<file path="src/rtl/mcs4_clock_sequencer.sv">
// Clock-phase controller for the 4004 core: two-phase clocks, power-on clear, subcycle
// tracking with sync re-alignment, and run/halt/single-step sequencing from one clock.
module mcs4_clock_sequencer #(
  parameter int unsigned SLOT_LEN   = 2,
  parameter int unsigned POC_CYCLES = 8
) (
  input  logic        clk,
  input  logic        rst_n,
  input  logic        run,
  input  logic        step_req,
  input  logic        poc_req,
  input  logic        sync_in,
  output logic        clk1,
  output logic        clk2,
  output logic        poc,
  output logic [7:0]  phase,
  output logic        halted,
  output logic        step_ack,
  output logic        sync_err,
  output logic [15:0] cycle_cnt
);

  localparam int unsigned TW = (SLOT_LEN > 1) ? $clog2(SLOT_LEN) : 1;
  localparam int unsigned PW = $clog2(POC_CYCLES + 1);
  localparam logic [TW-1:0] TLast = TW'(SLOT_LEN - 1);
  localparam logic [PW-1:0] PLast = PW'(POC_CYCLES - 1);

  typedef enum logic [1:0] {StPoc, StRun, StHalt, StStep} state_e;

  state_e        state_q, state_d;
  logic [TW-1:0] t_q, t_d;
  logic [1:0]    s_q, s_d;
  logic [2:0]    p_q, p_d;
  logic [PW-1:0] poc_cnt_q, poc_cnt_d;
  logic          step_prev_q, step_pend_q, step_pend_d;
  logic          poc_pend_q, poc_pend_d;

  logic running, sub_end, sync_hit, bnd, bad_sync, enter_poc, cnt_inc;

  // Counters always point at the position the outputs will show after the next edge.
  always_comb begin
    running   = (state_q != StHalt);
    sub_end   = running && (t_q == TLast) && (s_q == 2'd3);
    sync_hit  = sub_end && sync_in && ((state_q == StRun) || (state_q == StStep));
    bnd       = sub_end && ((p_q == 3'd7) || sync_hit);
    bad_sync  = sync_hit && (p_q != 3'd7);
    cnt_inc   = bnd && ((state_q == StRun) || (state_q == StStep));

    state_d = state_q;
    unique case (state_q)
      StPoc:  if (bnd && (poc_cnt_q == PLast)) state_d = run ? StRun : StHalt;
      StRun:  if (bnd) begin
                if (poc_pend_q)  state_d = StPoc;
                else if (!run)   state_d = StHalt;
              end
      StHalt: if (poc_pend_q)       state_d = StPoc;
              else if (run)         state_d = StRun;
              else if (step_pend_q) state_d = StStep;
      StStep: if (bnd) state_d = poc_pend_q ? StPoc : StHalt;
      default: state_d = StPoc;
    endcase

    enter_poc = (state_d == StPoc) && (state_q != StPoc);

    poc_pend_d = enter_poc ? 1'b0 : (poc_pend_q | poc_req);
    if (enter_poc || ((state_q == StHalt) && (state_d == StStep))) step_pend_d = 1'b0;
    else step_pend_d = step_pend_q | (step_req & ~step_prev_q);

    poc_cnt_d = poc_cnt_q;
    if (enter_poc) poc_cnt_d = '0;
    else if ((state_q == StPoc) && bnd) poc_cnt_d = poc_cnt_q + PW'(1);

    t_d = t_q;
    s_d = s_q;
    p_d = p_q;
    if (!running) begin
      t_d = '0;
      s_d = '0;
      p_d = '0;
    end else if (t_q != TLast) begin
      t_d = t_q + TW'(1);
    end else begin
      t_d = '0;
      s_d = s_q + 2'd1;
      if (s_q == 2'd3) p_d = sync_hit ? 3'd0 : p_q + 3'd1;
    end
  end

  always_ff @(posedge clk or negedge rst_n) begin
    if (!rst_n) begin
      state_q     <= StPoc;
      t_q         <= '0;
      s_q         <= '0;
      p_q         <= '0;
      poc_cnt_q   <= '0;
      step_prev_q <= 1'b0;
      step_pend_q <= 1'b0;
      poc_pend_q  <= 1'b0;
    end else begin
      state_q     <= state_d;
      t_q         <= t_d;
      s_q         <= s_d;
      p_q         <= p_d;
      poc_cnt_q   <= poc_cnt_d;
      step_prev_q <= step_req;
      step_pend_q <= step_pend_d;
      poc_pend_q  <= poc_pend_d;
    end
  end

  always_ff @(posedge clk or negedge rst_n) begin
    if (!rst_n) begin
      clk1      <= 1'b0;
      clk2      <= 1'b0;
      poc       <= 1'b1;
      phase     <= 8'h01;
      halted    <= 1'b0;
      step_ack  <= 1'b0;
      sync_err  <= 1'b0;
      cycle_cnt <= 16'h0000;
    end else begin
      clk1     <= running && (s_q == 2'd0);
      clk2     <= running && (s_q == 2'd2);
      poc      <= (state_q == StPoc);
      phase    <= running ? (8'h01 << p_q) : 8'h01;
      halted   <= (state_d == StHalt);
      step_ack <= (state_q == StStep) && bnd;
      sync_err <= bad_sync;
      if (cnt_inc) cycle_cnt <= cycle_cnt + 16'd1;
    end
  end

endmodule

</file>
<file path="config.mk">
export PLATFORM = sky130hd
export DESIGN_NAME = mcs4_clock_sequencer
export DESIGN_NICKNAME = d
export VERILOG_FILES = /design/src/rtl/mcs4_clock_sequencer.sv
export SDC_FILE = /design/constraint.sdc
export NUM_CORES = 1
export LEC_CHECK = 0
export CAP_MARGIN = 25
export CORE_ASPECT_RATIO = 1.4
export CORE_MARGIN = 5
export CORE_UTILIZATION = 40
export CTS_BUF_LIST = sky130_fd_sc_hd__clkbuf_4 sky130_fd_sc_hd__clkbuf_8
export CTS_CLUSTER_SIZE = 16
export DETAILED_ROUTE_END_ITERATION = 7
export SETUP_SLACK_MARGIN = 0.4
export SYNTH_ARGS = -nofsm -noshare
export SYNTH_HDL_FRONTEND = slang
export SYNTH_SLANG_ARGS = --single-unit
</file>
<file path="constraint.sdc">
create_clock -name clk -period 2.74 [get_ports clk]
set_clock_uncertainty 0.15 [all_clocks]
set_input_delay 0.548 -clock clk [delete_from_list [all_inputs] [get_ports clk]]
set_output_delay 0.548 -clock clk [all_outputs]
set_load 0.05 [all_outputs]
</file>
# Yosys cells after proc, flatten, opt, wreduce, memory -nomap -nowiden

Index checks and enable logic that the tools add are counted.

Word-level logic and storage cells: 86
Output and inout port bits: 30
Bits in registers: 45
Input bits: 6

Bitwise operators: 4
$add $sub $neg: 5
Mux-type cells: 24
Equal/unequal tests: 13
Reduce and logical (&&, ||, !) cells: 23
Shift-type cells: 1

Operator list:

| kind                                            | count |
|---|---|
| two-way mux 2 bit                               | 12 |
| adder 16 x 1 -> 16 bit, second input constant   | 1 |
| logical AND 1 bit                               | 14 |
| == test 2 bit, second input constant            | 6 |
| two-way mux 3 bit                               | 4 |
| two-way mux 4 bit                               | 2 |
| two-way mux 8 bit                               | 1 |
| one-hot mux 2 bit (4 select lines)              | 1 |
| left shift 1 x 3 -> 8 bit, first input constant | 1 |
| logical NOT 2 bit                               | 3 |
| adder 4 x 1 -> 4 bit, second input constant     | 1 |
| == test 4 x 3 -> 1 bit, second input constant   | 1 |
| two-way mux 1 bit                               | 4 |
| != test 2 bit, second input constant            | 2 |
| nonzero test 2 bit                              | 2 |
| adder 3 x 1 -> 3 bit, second input constant     | 1 |
| == test 3 bit, second input constant            | 1 |
| logical OR 1 bit                                | 3 |
| != test 3 bit, second input constant            | 1 |
| adder 2 x 1 -> 2 bit, second input constant     | 1 |
| == test 2 x 1 -> 1 bit, second input constant   | 1 |
| != test 2 x 1 -> 1 bit, second input constant   | 1 |
| bitwise OR 1 bit                                | 2 |
| AND reduction 2 bit                             | 1 |
| 3 further kinds                                 | 3 |

# Logic depth before layout (Yosys ltp)

Gate-level depths: netlist of the first run.

Word-level depth: 14
Gate-level depth with buffers: 8
Mapped depth without buffers: 6

# Least setup slack after synthesis of the first run

Ideal clock, no wire load.

Path kind: register to register
Start point: reg p_q[0]
End point: reg cycle_cnt[14]
Stages on the path, launching flop included: 9
Clock period less this slack: 1.979 ns
Path slack: 0.761 ns
Path buffers: 2
Arrival time: 1.688 ns
Data required time: 2.449 ns
Library setup time: 0.141 ns
Path through: dfrtp_1 -> ha_1 -> ha_1 -> buf_4 -> o2111a_2 -> and4_1 -> buf_6 -> nand4_1 -> xnor2_1

Cells in the longest elaborated chain, start to end: 4

Ends and longest elaborated chain:

| item                     | line | text |
|---|---|---|
| start: declaration       | 33   | `logic [2:0] p_q, p_d;` |
| start signal: assignment | 103  | `p_q <= p_d;` |
| == test 3 bit            | 45   | `bnd = sub_end && ((p_q == 3'd7) \|\| sync_hit);` |
| logical OR 1 bit         | 45   |  |
| logical AND 1 bit        | 45   |  |
| logical AND 1 bit        | 47   | `cnt_inc = bnd && ((state_q == StRun) \|\| (state_q == StStep));` |
| end signal: assignment   | 129  | `if (cnt_inc) cycle_cnt <= cycle_cnt + 16'd1;` |
| end: declaration         | 20   | `output logic [15:0] cycle_cnt` |

No other way between the ends.
A chain may end at the register's enable or synchronous reset.

# Final worst setup path of the first run

Start point: reg poc
End point: out poc

RTL lines:

| item                     | line | text |
|---|---|---|
| start: declaration       | 15   | `output logic poc,` |
| start signal: assignment | 124  | `poc <= (state_q == StPoc);` |

No word-level cell between the ends.

==> results of run 1 <==
[worst max-delay path by stage]
stage	from	endpoint	slack, ns	cells after the start
floorplan	p_q[0]	cycle_cnt[14]	0.76	8
global placement	sync_in	cycle_cnt[14]	0.43	5
detailed placement	sync_in	cycle_cnt[14]	0.39	5
CTS	poc	poc	0.42	1
global route	phase[0]	phase[0]	0.40	1
finish	poc	poc	0.44	1
[report_power, final]
group / switching [mW] / internal [mW]
Sequential: 0.145 / 0.830
Clock: 0.213 / 0.281
Combinational: 0.533 / 0.334
[Yosys cell counts (all sizes together) (4+ instances only)]
cell	n	area, um2
xor2	4	35.0
and2	6	37.5
nand2	12	52.6
mux2i	4	40.0
buf	7	58.8
nor2	10	37.5
ha	11	138
nand3	6	30.0
nand4	4	25.0
xnor2	14	123
a21oi	8	40.0
inv	10	37.5
and3	10	62.6
dfrtp	43	1080
[routing by layer]
| metal | GRT usage | vias up | part of all wire |
|---|---|---|---|
| met5 | 0 | - | 0 |
| met4 | 0.0596 | 0 | 0.024 |
| met3 | 0.0316 | 7 | 0.050 |
| met2 | 0.227 | 29 | 0.51 |
| met1 | 0.130 | 698 | 0.41 |
| li1 | - | 679 | - |
[state kept, by name, summed over array words and instances (netlist names), 2 cells and up]
| signal | cells |
|---|---|
| p_q | 3 |
| poc_cnt_q | 4 |
| state_q | 2 |
| phase | 8 |
| s_q | 2 |
| cycle_cnt | 16 |
[stage by stage]
| stage | hold WS, ns | worst slack, ns |
|---|---|---|
| 2_1_floorplan | 0.102 | 0.761 |
| 3_3_place_gp | 0.314 | 0.433 |
| 3_5_place_dp | 0.318 | 0.387 |
| 4_1_cts | 0.189 | 0.419 |
| 5_1_grt | 0.212 | 0.401 |
| 6_report | 0.168 | 0.438 |
[logic make-up (layout without fill, tap and decap cells)]
logic type,count (synthesis),after routing
DFF,45,45
adders and majority gates,11,11
buffers and inverters,17,55
AOI/OAI and AO/OA,23,23
xor gates and xnor gates,18,18
muxes,5,5
and+or+nand+nor,60,60
[final cells by class]
type / count / area, um2
clock buffer: 6 / 76.3
clock inverter: 2 / 35.0
fill: 472 / 2520
inverter: 10 / 37.5
multi-input combinational: 117 / 843
sequential: 45 / 1130
tap: 66 / 82.6
timing repair buffer: 37 / 360
==> impl_results.md, run 1 <==
- Max clock buf depth: 2
- Peak fanout along the critical path: 1
- Setup CP Type: reg -> out
- Synth Area in XOR/XNOR: 0.0763
- Initial DRC count: 44
- WP data arrival: around 1.6 ns
- Number of nets in the layout: approximately 230
- CP max stage cell: clkdlybuf4s50_1
- Die ar.: 6720 um2
- Layout cell share with drive strength beyond 1: 0.0829
- Total number of vias: 1413
- Hold-fix buffers, CTS: 0
- Final hold vios: 0
- Post-synthesis mux area share: 0.0248
- Routed vias/inst: 4.99
- Post-route minimum period: 2.30 ns
- Largest net degree at the start of global routing: 46
- R2R Setup Slk: 0.64 ns
- Cell count of the worst reg-to-reg path: 6
- Syn Inst Count: 179
- Syn_area_per_cell: around 12 um2
- Buffer count from post-CTS setup fixing: 0
- Worst Path Buf+Inv: 1
- Compound-cell area share of the yosys netlist: 0.0739
- RSZ-0062 raised after global routing: false
- Fin. max-slew vios: 0
- Fin util: 0.505
- Slew margin rel.: 0.629
- Initial antenna violation count: 0
- CP startpoint kind: flop
- Register area share after synthesis: 0.546
- Main combinational cell family by area after synthesis: simple AND/OR/NAND/NOR gates
- DRC: 0
- Grt ovf: 0
- Clk root buf: clkbuf_8
- Post-Syn Area: 2070 um2
- Number of global-route vias before repair: 1492
- Vert. Die Dim: between 90 and 100 um
- Achievable frequency: between 400 and 500 MHz
- Placed cell count: 275
- VDD IR max: between 0.0004 and 0.0005 V
- Clock sink count: 45
- Post-CTS Resized: 0
- Power Total: 2.34 mW
- Io pins: 36
- Die width: roughly 70 um
- Area Overhead vs Synth: 24.1%
- PD cells: 911 nW/um2
- Starting Density: 0.407
- Area share of and/or/nand/nor cells after synthesis: 0.165
- Reg2reg end: cycle_cnt[14]
- Status: finished, final reports clean
- Hold crit path type: in -> async
- Cell Area, Placed: roughly 2400 um2
- Core region area: 5080 um2
- Warnings, synthesis: 0
- Register bit total from synthesis: 45
- Post-Layout Cell Count: 283
- Max-cap violations: 0
- First-pass GRT wire length: 6580 um
- Row count: 31
- Async SR Flop Fraction: 1.00
- Synth cell types: 39
- Post-synth EDFFs: 0
- CTS Buf Count: 5
- Gpl congestion: 0.718
- Worst Setup End Kind: primary output
- Largest stage delay, worst path: 0.79 ns
- Final setup viols: 0
- Final ANT Viol Nets: 0
- DP HPWL: around 2800 um
- Commonest cells after routing, fill and taps aside: dfrtp_1, clkdlybuf4s50_1, xnor2_1
- Setup TNS: 0 ns
- RR Startpoint: p_q[1]
- Adder-cell share of the synthesized area: 0.0666
- Post-Route WL: 3770 um
- Drt wl/cell: 13.3 um
- I/O Buffers: 35
- Worst slew pin tran: around 0.56 ns
- Mapped Nets: 196
- Htree depth: 2
- TritonCTS clock tree: built
- Most common cell after layout, fill and taps aside: dfrtp_1
- Clock transition at the registers of the reported paths: 0.09 ns
- CP Cell Sequence: clkdlybuf4s50_1
- Final worst-path cycle share: 0.840
- Post-synth top flop: dfrtp_1
- Aggregate global-route resource usage: 0.124
- Final Instance Area: roughly 2600 um2
- Diode count: 0
- Leak pwr: 1.21 nW
- Worst-Skew Late Latency: between 0.2 and 0.3 ns
- First-pass DRT Iterations: 4
- CP required: about 2.0 ns
- Kind of cell adding the most delay to the critical path: buffers and inverters
(Power assumes the default switching activity.)
==> inputs of run 2 (changes only) <==
Clock period 2.74 ns to 2.4 ns, I/O delays scaled along.
==> run 2 against run 1 <==
  * The run now ends with hold timing left
  * Clock-buffer cell count stayed put
  * Worst hold slack worse by 0.17 ns
  * Wire length is 1.7% higher
  * Via count decreased by 1.1%
  * Global-route usage decreased by 0.067 points
  * Critical path depth unchanged
==> impl_results.md, run 2 (synthesized netlist as in run 1, its figures left out) <==
- Status: complete, but fails checks
- Failing checks: hold timing
- Max FFs per register: 16
- Post-Route WL: roughly 3800 um
- Initial antenna violation count: 0
- Largest stage delay, worst path: approximately 0.52 ns
- PD cells: 1020 nW/um2
- Total number of vias: approximately 1400
- Cell Area, Placed: 2460 um2
- Placed cell count: 275
- CP startpoint kind: flop
- Starting Density: 0.407
- Hold crit path type: in -> async
- Setup CP Type: reg -> out
- Hold_ws: -0.00384 ns
- Number of nets in the layout: between 200 and 250
- CP max stage cell: dlygate4sd2_1
- Largest net degree at the start of global routing: 25
- Core region area: 5080 um2
- CP Cell Sequence: dlygate4sd2_1
- Clock transition at the registers of the reported paths: roughly 0.08 ns
- Post-Layout Cell Count: 285
- VDD IR max: between 0.0004 and 0.0005 V
- Leak pwr: approximately 1.3 nW
- Final Instance Area: 2590 um2
- Clock sink count: 45
- Max clock buf depth: 2
- Initial DRC count: 46
- TritonCTS clock tree: built
- Layout cell share with drive strength beyond 1: 0.110
- Final hold vios: 6
- Reg with most FFs: cycle_cnt
- Die ar.: 6720 um2
- Final setup viols: 0
- First-pass DRT Iterations: 5
- Area Overhead vs Synth: 25.6%
- Row count: 31
- I/O Buffers: 35
- Clk root buf: clkbuf_8
- Worst-Skew Late Latency: between 0.2 and 0.3 ns
- Gpl congestion: 0.714
- Worst Path Buf+Inv: 1
- Biggest regs: cycle_cnt x16, phase x8, poc_cnt_q x4
- Most common cell after layout, fill and taps aside: dfrtp_1
- Diode count: 0
- CP required: 1.77 ns
- Die width: between 70 and 80 um
- RR Startpoint: p_q[1]
- Routed vias/inst: 4.90
- Kind of cell adding the most delay to the critical path: buffers and inverters
- Fin. max-slew vios: 0
- DRC: 0
- Max-cap violations: 0
- Number of global-route vias before repair: 1453
- Worst slew pin tran: between 0.5 and 0.6 ns
- Filler cell count: 470
- Io pins: 36
- First-pass GRT wire length: 6630 um
- Aggregate global-route resource usage: 0.123
- Vert. Die Dim: 95.0 um
- Commonest cells after routing, fill and taps aside: dfrtp_1, dlygate4sd2_1, xnor2_1
- Htree depth: 2
- CTS Buf Count: 5
- WP data arrival: 1.33 ns
- Worst setup path start: phase[0]
- Grt ovf: 0
- Final ANT Viol Nets: 0
- Final worst-path cycle share: 0.815
- Drt wl/cell: 13.5 um
- Worst Setup End Kind: primary output
- Post-route minimum period: 1.96 ns
- Setup TNS: 0 ns
- DP HPWL: 2900 um
- Achievable frequency: about 500 MHz
- Slew margin rel.: 0.655
- Hold-fix buffers, CTS: 0
- RSZ-0062 raised after global routing: false
- Peak fanout along the critical path: 1
==> run 2: changes by cell type in the layout (fill, tap and decap cells not counted), sizes merged <==
cell / before / now
clkdlybuf4s50: 34 / 4
dlygate4sd2: 0 / 29
buf: 3 / 5
clkinvlp: 0 / 1
clkinv: 1 / 0
clkdlybuf4s15: 0 / 1
==> run 2: worst paths after layout <==
check	endpoint	slack, ns	cells past startpoint
worst max register to register	cycle_cnt[7]	0.51	6
max in group asynchronous	phase[0]	1.52	2
worst min register to register	cycle_cnt[15]	0.33	1
min in group clk	cycle_cnt[15]	0.33	1
worst max-delay path	phase[0]	0.44	1
worst min-delay path	cycle_cnt[8]	-0.004	1
==> run 2: what timing repair did <==
| item | CTS | global route |
|---|---|---|
| pin swaps | 1 | 2 |
| resized for setup | 35 | 5 |
| setup buffers | 1 | 1 |
| endpoints found under the setup margin | 49 | 9 |
==> run 2: stage by stage <==
step                      hold slack (ns)  power (mW)   util  worst slack (ns)
after floorplan                    0.0344        1.83      -             0.421
after global placement              0.314        2.08  0.485             0.159
after detailed placement            0.318        2.13  0.485            0.0773
after CTS                         0.00934        2.67  0.506             0.402
after global routing               0.0355        2.83  0.511             0.386
final                            -0.00384        2.66  0.511             0.445
==> run 2: where the power goes <==
part	internal [mW]	switching, mW	leakage, nW
Clock	0.338	0.250	0.0574
Sequential	0.947	0.171	0.585
Combinational	0.340	0.613	0.706
Total	1.63	1.03	1.35
==> run 2: final cells by class <==
cell class | instances | area (um2) | area share
sequential | 45 | 1130 | 0.435
multi-input combinational | 117 | 875 | 0.337
timing repair buffer | 39 | 352 | 0.135
clock buffer | 6 | 82.6 | 0.0318
tap | 66 | 82.6 | 0.0318
clock inverter | 2 | 37.5 | 0.0145
inverter | 10 | 37.5 | 0.0145
==> run 2: metal layers <==
layer  vias to the layer above  global-route usage  routed length, um
li1                        680                   -                  -
met1                       670               0.130               1550
met2                        39               0.226               1970
met3                         8              0.0422                252
met4                         0              0.0408                 57
met5                         -                   0                  0
